[src/rtl/bridge_pkg.sv]
// rtl/bridge_pkg.sv - shared state encodings, defaults and helpers for the CPU-to-peripheral bridge
package bridge_pkg;

  typedef enum logic [1:0] {
    ST_IDLE   = 2'd0,
    ST_ACCESS = 2'd1,
    ST_RESP   = 2'd2
  } state_t;

  localparam logic [31:0] DEF_BASE_ADDR = 32'h0000_7F00;
  localparam int          HWINT_W       = 6;

  // A single-device build still needs a 1-bit index.
  function automatic int idx_width(input int n);
    return (n > 1) ? $clog2(n) : 1;
  endfunction

endpackage

[src/rtl/bridge_decoder.sv]
// rtl/bridge_decoder.sv - combinational CPU address to device window decode (hit, index, one-hot)
module bridge_decoder
  import bridge_pkg::*;
#(
  parameter int unsigned NUM_DEV         = 2,
  parameter logic [31:0] BASE_ADDR       = DEF_BASE_ADDR,
  parameter int unsigned DEV_STRIDE_LOG2 = 4,
  parameter int          IDX_W           = idx_width(NUM_DEV)
) (
  input  logic [31:0]        addr,
  output logic               hit,
  output logic [IDX_W-1:0]   idx,
  output logic [NUM_DEV-1:0] onehot
);

  logic [31:0] win;

  // Window number relative to device 0; wraps huge for addresses below the base,
  // which the explicit lower-bound compare rejects anyway.
  assign win = (addr >> DEV_STRIDE_LOG2) - (BASE_ADDR >> DEV_STRIDE_LOG2);
  assign hit = (addr >= BASE_ADDR) && (win < 32'(NUM_DEV));
  assign idx = win[IDX_W-1:0];

  always_comb begin
    onehot = '0;
    for (int i = 0; i < int'(NUM_DEV); i++) begin
      if (hit && (win == 32'(i))) onehot[i] = 1'b1;
    end
  end

endmodule

[src/rtl/sys_bridge.sv]
// rtl/sys_bridge.sv - CPU-to-peripheral bridge with wait-state handshake; optional BRIDGE_TIMEOUT_EN bus timeout
module sys_bridge
  import bridge_pkg::*;
#(
  parameter int unsigned NUM_DEV         = 2,
  parameter logic [31:0] BASE_ADDR       = DEF_BASE_ADDR,
  parameter int unsigned DEV_STRIDE_LOG2 = 4,
  parameter int unsigned TIMEOUT_CYCLES  = 16
) (
  input  logic                         clk,
  input  logic                         reset,
  input  logic                         cpu_req,
  input  logic                         cpu_we,
  input  logic [3:0]                   cpu_be,
  input  logic [31:0]                  cpu_addr,
  input  logic [31:0]                  cpu_wd,
  output logic [31:0]                  cpu_rd,
  output logic                         cpu_ready,
  output logic                         cpu_err,
  output logic                         cpu_busy,
  output logic [NUM_DEV-1:0]           dev_sel,
  output logic [NUM_DEV-1:0]           dev_we,
  output logic [DEV_STRIDE_LOG2-3:0]   dev_addr,
  output logic [3:0]                   dev_be,
  output logic [31:0]                  dev_wd,
  input  logic [NUM_DEV*32-1:0]        dev_rd,
  input  logic [NUM_DEV-1:0]           dev_ack,
  input  logic [NUM_DEV-1:0]           dev_irq,
  output logic [HWINT_W-1:0]           hwint
);

  localparam int IDX_W = idx_width(NUM_DEV);

  state_t               state, state_next;
  logic                 dec_hit;
  logic [IDX_W-1:0]     dec_idx;
  logic [NUM_DEV-1:0]   dec_onehot;

  logic                 we_l;
  logic [IDX_W-1:0]     idx_l;
  logic [NUM_DEV-1:0]   sel_l;
  logic                 ack_sel;
  logic                 timeout;
  logic [31:0]          rd_mux;
  logic [HWINT_W-1:0]   irq_ext;

  bridge_decoder #(
    .NUM_DEV         (NUM_DEV),
    .BASE_ADDR       (BASE_ADDR),
    .DEV_STRIDE_LOG2 (DEV_STRIDE_LOG2),
    .IDX_W           (IDX_W)
  ) u_decoder (
    .addr   (cpu_addr),
    .hit    (dec_hit),
    .idx    (dec_idx),
    .onehot (dec_onehot)
  );

  // Acks from devices other than the latched target never reach the FSM.
  assign ack_sel = |(dev_ack & sel_l);

  always_comb begin
    rd_mux = '0;
    for (int i = 0; i < int'(NUM_DEV); i++) begin
      if (32'(i) == 32'(idx_l)) rd_mux = dev_rd[32*i +: 32];
    end
  end

`ifdef BRIDGE_TIMEOUT_EN
  localparam int CNT_W = $clog2(TIMEOUT_CYCLES + 1);
  logic [CNT_W-1:0] to_cnt;

  // Held at zero while idle so every ACCESS starts counting from 0.
  always_ff @(posedge clk) begin
    if (reset) begin
      to_cnt <= '0;
    end else if (state != ST_ACCESS) begin
      to_cnt <= '0;
    end else if (!ack_sel) begin
      to_cnt <= to_cnt + 1'b1;
    end
  end

  assign timeout = (state == ST_ACCESS) && !ack_sel && (to_cnt == CNT_W'(TIMEOUT_CYCLES - 1));
`else
  assign timeout = 1'b0;
`endif

  always_ff @(posedge clk) begin
    if (reset) state <= ST_IDLE;
    else       state <= state_next;
  end

  always_comb begin
    state_next = state;
    case (state)
      ST_IDLE: begin
        if (cpu_req) state_next = dec_hit ? ST_ACCESS : ST_RESP;
      end
      ST_ACCESS: begin
        if (ack_sel || timeout) state_next = ST_RESP;
      end
      ST_RESP: begin
        state_next = ST_IDLE;
      end
      default: begin
        state_next = ST_IDLE;
      end
    endcase
  end

  always_ff @(posedge clk) begin
    if (reset) begin
      we_l     <= 1'b0;
      idx_l    <= '0;
      sel_l    <= '0;
      dev_addr <= '0;
      dev_be   <= '0;
      dev_wd   <= '0;
      cpu_rd   <= '0;
      cpu_err  <= 1'b0;
    end else begin
      if (state == ST_IDLE && cpu_req) begin
        we_l     <= cpu_we;
        idx_l    <= dec_idx;
        sel_l    <= dec_onehot;
        dev_addr <= cpu_addr[DEV_STRIDE_LOG2-1:2];
        dev_be   <= cpu_be;
        dev_wd   <= cpu_wd;
        cpu_rd   <= '0;
        cpu_err  <= !dec_hit;
      end else if (state == ST_ACCESS) begin
        if (ack_sel) begin
          cpu_rd  <= we_l ? 32'd0 : rd_mux;
          cpu_err <= 1'b0;
        end else if (timeout) begin
          cpu_rd  <= '0;
          cpu_err <= 1'b1;
        end
      end
    end
  end

  assign dev_sel   = (state == ST_ACCESS) ? sel_l : '0;
  assign dev_we    = dev_sel & {NUM_DEV{we_l}};
  assign cpu_ready = (state == ST_RESP);
  assign cpu_busy  = (state != ST_IDLE);

  always_comb begin
    irq_ext              = '0;
    irq_ext[NUM_DEV-1:0] = dev_irq;
  end

  always_ff @(posedge clk) begin
    if (reset) hwint <= '0;
    else       hwint <= irq_ext;
  end

endmodule
[config.mk]
export PLATFORM = sky130hd
export DESIGN_NAME = sys_bridge
export DESIGN_NICKNAME = d
export VERILOG_FILES = /design/src/rtl/bridge_pkg.sv /design/src/rtl/bridge_decoder.sv /design/src/rtl/sys_bridge.sv
export SDC_FILE = /design/constraint.sdc
export NUM_CORES = 1
export LEC_CHECK = 0
export CORE_UTILIZATION = 38
export DETAILED_ROUTE_END_ITERATION = 10
export PLACE_DENSITY_LB_ADDON = 0.15
export SKIP_LAST_GASP = 1
export SYNTH_ARGS = -nofsm -noshare
export SYNTH_HDL_FRONTEND = slang
export SYNTH_SLANG_ARGS = --single-unit
[constraint.sdc]
create_clock -name clk -period 3.8 [get_ports clk]
set_input_delay 0.76 -clock clk [delete_from_list [all_inputs] [get_ports clk]]
set_output_delay 0.76 -clock clk [all_outputs]
set_load 0.005 [all_outputs]
==> metrics.txt, run 1 <==
Worst-Margin Slew 1.017 ns; Data arrival, critical path 2.75 ns; Post-DP HPWL 7.484 mm; Crit. End Element flip-flop; synthesized area 3303 sq um; count of final max-slew check failures 0; critical path launch point type primary input; status completed; post-CTS sizing 0; Comb power frac 17.6%; Root Driver clkbuf_8; Cells after Synth 400; Avg Cell Area, Syn 8.258 sq um; Die X 95.24 um; Worst slew margin 31.93%; Synth-to-Final Area Change 70.91%; vias in the first global route 3309; unrepaired setup endpoints after global routing false; depth of the CTS H-tree 3; Clk Latency, worst-skew pair 0.34 ns; Ports 223; die footprint 9070 sq um; static leakage power 0.001981 uW; crit-path cells clkdlybuf4s50_1 > a22o_1 > nand2_2 > or3_1 > a21oi_1; Max VDD drop 0.0001654 V; switching power 411.7 uW; Die H 95.24 um; number of synthesized register bits 79; FMAX 401.2 MHz; Initial Util 39.80%; number of CTS-inserted buffers 9; drt first-iter violations 84; Post-CTS Setup Inserts 0; DRC violations left 0; Core Util, Final 68.02%; Critical Path Max Stage Delay 0.60 ns; pin count of the biggest net entering global routing 67; antenna violations before repair 0; Reg clk slew, reported paths 0.07 ns; fill count 682; Ys Warns 0; port bufs 216; Hold/Removal Path Class flip-flop to flip-flop; Clk pwr share 31.6%; Setup Viol. Count Final 0; Via density 4.955; WP data required 4.06 ns; Layout Skew 0.01092 ns; Avg WL per Cell 14.01 um; PwrDens 305.4 nW/um^2; cell-internal power 1313 uW; FF+latch area 1583 sq um; total gr overflow 0; area occupied by multi-input gates 1554 sq um; worst-path maximum fanout 66; post-synthesis sequential area ratio 47.88%; Max clock buf depth 2; Synth cell types 29; site row count 33; Total Wirelength 9.950 mm; Critical Setup Path Class primary input to flip-flop; min Tclk post-route 2.493 ns; setup_tns 0 ns; clk sink count 79; GRT Util Overall 21.44%; diode count 0; first-pass GRT wire length 15.08 mm; Top Family by Delay on Critical Path simple AND/OR/NAND/NOR gates; Routability Congestion 0.7152; core area 8299 sq um; fin nets 740; CP max stage cell or3_1; Switching Fraction 23.88%; max-cap violation count 0; part of the cycle the worst path needs 65.60%; vias after detailed routing 3518; Hold Vio Cnt, Final 0; DRT antenna net count 0; layout cells sized above 1 4.463%; TritonRoute pass-1 iters 4; hold_buf cts 0; CTS tree yes; Reg power frac 50.9%; Crit path buffers/inverters 1
[power groups by stage]
stage / clock (uW) / combinational (uW) / sequential (uW)
finish: 544 / 303 / 877
global route: 601 / 328 / 881
global placement: 0 / 301 / 895
CTS: 565 / 307 / 877
floorplan: 0 / 97.4 / 889
detailed placement: 0 / 305 / 897
[cells by family (layout without fill, tap and decap cells)]
kind of cell | Yosys count | count (layout) | share of synthesized area [%]
simple gates | 173 | 173 | 24.13
flops | 79 | 79 | 47.88
compound gates | 78 | 78 | 12.61
buf+inv | 37 | 239 | 5.568
mux | 32 | 32 | 9.697
other cells | 1 | 4 | 0.1135
[stage by stage]
step	setup slack (ns)	power, uW	cells	hold WS, ns	instance area (sq um)
after floorplan	1.913	986.6	403	0.4482	3314
after global placement	1.084	1196	694	0.4373	5470
after detailed placement	0.9893	1202	694	0.4432	5470
after CTS	1.340	1749	710	0.4534	5645
after global routing	1.184	1811	710	0.4700	5645
final	1.307	1724	710	0.4497	5645
[worst paths after layout]
path / startpoint / to / slack, ns / cells after the start
worst max register to register: state[1] / cpu_rd[23] / 1.76 / 4
worst max-delay path: dev_ack[0] / cpu_rd[23] / 1.31 / 5
worst min-delay path: cpu_rd[26] / cpu_rd[26] / 0.45 / 2
worst min register to register: cpu_rd[26] / cpu_rd[26] / 0.45 / 2
[routing by layer]
layer / track usage (%) / vias to the layer above / share of wire, %
met1: 23.17 / 1610 / 38
met4: 8.081 / 0 / 1.7
met2: 39.58 / 149 / 50
met5: 0 / - / 0
li1: - / 1743 / -
met3: 5.662 / 16 / 9.7
[tightest hold or removal path, cell delays in order (launching register included)]
cell     delay, ns
dfxtp_1       0.31
nand2_1       0.05
a21oi_1       0.05
[cell type report]
type,count,area share [%]
clock inverter,5,0.5984
timing repair buffer,221,38.87
multi-input combinational,287,27.53
clock buffer,11,2.504
sequential,79,28.04
tap,105,2.327
inverter,2,0.1330
[registers in the layout, indices dropped and copies added (netlist names)]
signal / flops
cpu_err: 1
cpu_rd: 32
dev_addr: 2
dev_be: 4
dev_wd: 32
hwint: 2
idx_l: 1
sel_l: 2
state: 2
we_l: 1
[cell usage in the layout (no fill, tap or decap), types with 3 or more instances in the layout]
cell             instances
nor4_1                   3
or3_1                   32
conb_1                   4
dfxtp_1                 78
buf_4                    5
a21oi_1                 73
nand2_1                116
clkbuf_8                10
clkdlybuf4s50_1        215
nor2b_1                  3
nor2_1                   3
and3_1                   3
mux2i_1                 32
[synth_stat cells]
cell	instances	share of area, %
nand2_1	116	13
and3_1	3	0.57
nand2_2	1	0.19
a21oi_1	73	11
nand4_1	2	0.38
and2b_2	1	0.27
nor3b_1	1	0.23
or3_1	32	6.1
clkbuf_1	16	1.8
buf_1	3	0.34
conb_1	1	0.11
or3_4	1	0.34
o2bb2ai_1	1	0.27
o32ai_1	1	0.27
nor2_1	3	0.34
nor4_1	3	0.57
or4_1	1	0.23
inv_1	2	0.23
buf_6	2	0.68
mux2i_1	32	9.7
a22o_1	2	0.53
nor4b_1	2	0.53
o41ai_2	1	0.49
buf_4	5	1.1
nand3_1	2	0.30
nor2b_1	3	0.57
and2_1	2	0.38
dfxtp_1	79	48
buf_2	9	1.4
Note: power is estimated with default switching activity, not from simulation.
==> run 2: changes to the inputs <==
- CORE_UTILIZATION: 38 -> 36
- clock period: 3.8 -> 2.3 ns (I/O delays scaled with it)
==> metrics.txt, run 2 (same netlist as run 1, synthesis figures left out) <==
met1 Track Usage GR 23.74%; fin worst setup slack 0.1884 ns; layout cells sized above 1 5.410%; port bufs 216; die footprint 9563 sq um; core area 8806 sq um; routing usage on met3 7.588%; Post-CTS Setup Inserts 0; Setup Viol. Count Final 0; Top Registers cpu_rd (32), dev_wd (32), dev_be (4); Core Util, Final 65.50%; Die H 97.79 um; Reg clk slew, reported paths 0.08 ns; vias in the first global route 3544; Post-DP HPWL 7.848 mm; Hold/Removal Path Class flip-flop to flip-flop; total power 3134 uW; hold_buf cts 0; grt met2 use 40.04%; Avg WL per Cell 14.35 um; setup_tns 0 ns; GRT Util Overall 22.01%; failing checks DRC; critical path launch point type flip-flop; Critical Setup Path Class flip-flop to output pin; Via density 4.852; Total Wirelength 10.30 mm; Routability Congestion 0.7414; static leakage power 0.002041 uW; Data arrival, critical path 1.65 ns; status finished, violations left; Clk Latency, worst-skew pair 0.35 ns; post-CTS sizing 0; unrepaired setup endpoints after global routing false; pin count of the biggest net entering global routing 58; part of the cycle the worst path needs 91.81%; PwrDens 543.3 nW/um^2; DRT antenna net count 0; Ports 223; Layout Skew 0.01224 ns; commonest non-fill, non-tap cell in the layout clkdlybuf4s50_1; first-pass GRT wire length 16.73 mm; fin nets 745; CTS tree yes; site row count 34; number of CTS-inserted buffers 9; Synth-to-Final Area Change 74.62%; Initial Util 37.51%; FMAX 473.6 MHz; WP data required 1.84 ns; max-cap violation count 0; worst-path maximum fanout 6; Max clock buf depth 2; FF+latch area 1583 sq um; total gr overflow 0; count of final max-slew check failures 0; Crit. End Element output pin; Root Driver clkbuf_8; area occupied by multi-input gates 1554 sq um; vias after detailed routing 3484; Die X 97.79 um; clk sink count 79; Max VDD drop 0.0003543 V; fill count 780; diode count 0; antenna violations before repair 0; depth of the CTS H-tree 3; DRC violations left 32; drt first-iter violations 117; pre-CTS setup slack 0.01162 ns; min Tclk post-route 2.112 ns; TritonRoute pass-1 iters 7; GRT busiest layer met2; Hold Vio Cnt, Final 0; most frequent cells in the layout 215 x clkdlybuf4s50_1, 116 x nand2_1, 78 x dfxtp_1
## run 2: critical path: stages (launching register included)
cell	delay [ns]
dfxtp_1	0.39
and2b_2	0.28
and3_1	0.18
clkdlybuf4s50_1	0.47
## run 2: area by class of cell
class,count,area share (%)
timing repair buffer,226,39.13
sequential,79,27.44
multi-input combinational,287,26.94
clock buffer,10,2.386
tap,108,2.343
clock inverter,6,1.627
inverter,2,0.1302
## run 2: stage by stage
stage	area (sq um)	cells	hold WS [ns]
6_report	5768	718	0.4516
5_1_grt	5768	718	0.4711
4_1_cts	5768	718	0.4539
3_5_place_dp	5537	702	0.4420
3_3_place_gp	5537	702	0.4374
2_1_floorplan	3314	403	0.4482
## run 2: worst paths after layout
| check | from | end | slack (ns) | cells after the start |
|---|---|---|---|---|
| worst max-delay path | state[1] | dev_we[0] | 0.19 | 3 |
| worst min-delay path | cpu_rd[31] | cpu_rd[31] | 0.45 | 2 |
| worst max register to register | state[1] | cpu_rd[29] | 0.81 | 5 |
| worst min register to register | cpu_rd[31] | cpu_rd[31] | 0.45 | 2 |
## run 2: metal layers
metal	vias to the layer above	wire length, um
met5	-	0
met4	0	141
met3	12	1091
met2	149	5133
met1	1567	3937
li1	1756	-
## run 2: report_power, final
part,leakage (uW),switching [uW],internal [uW]
Combinational,0.00128,175,342
Clock,0.000113,530,647
Sequential,0.000644,28.0,1410
Total,0.00204,733,2400
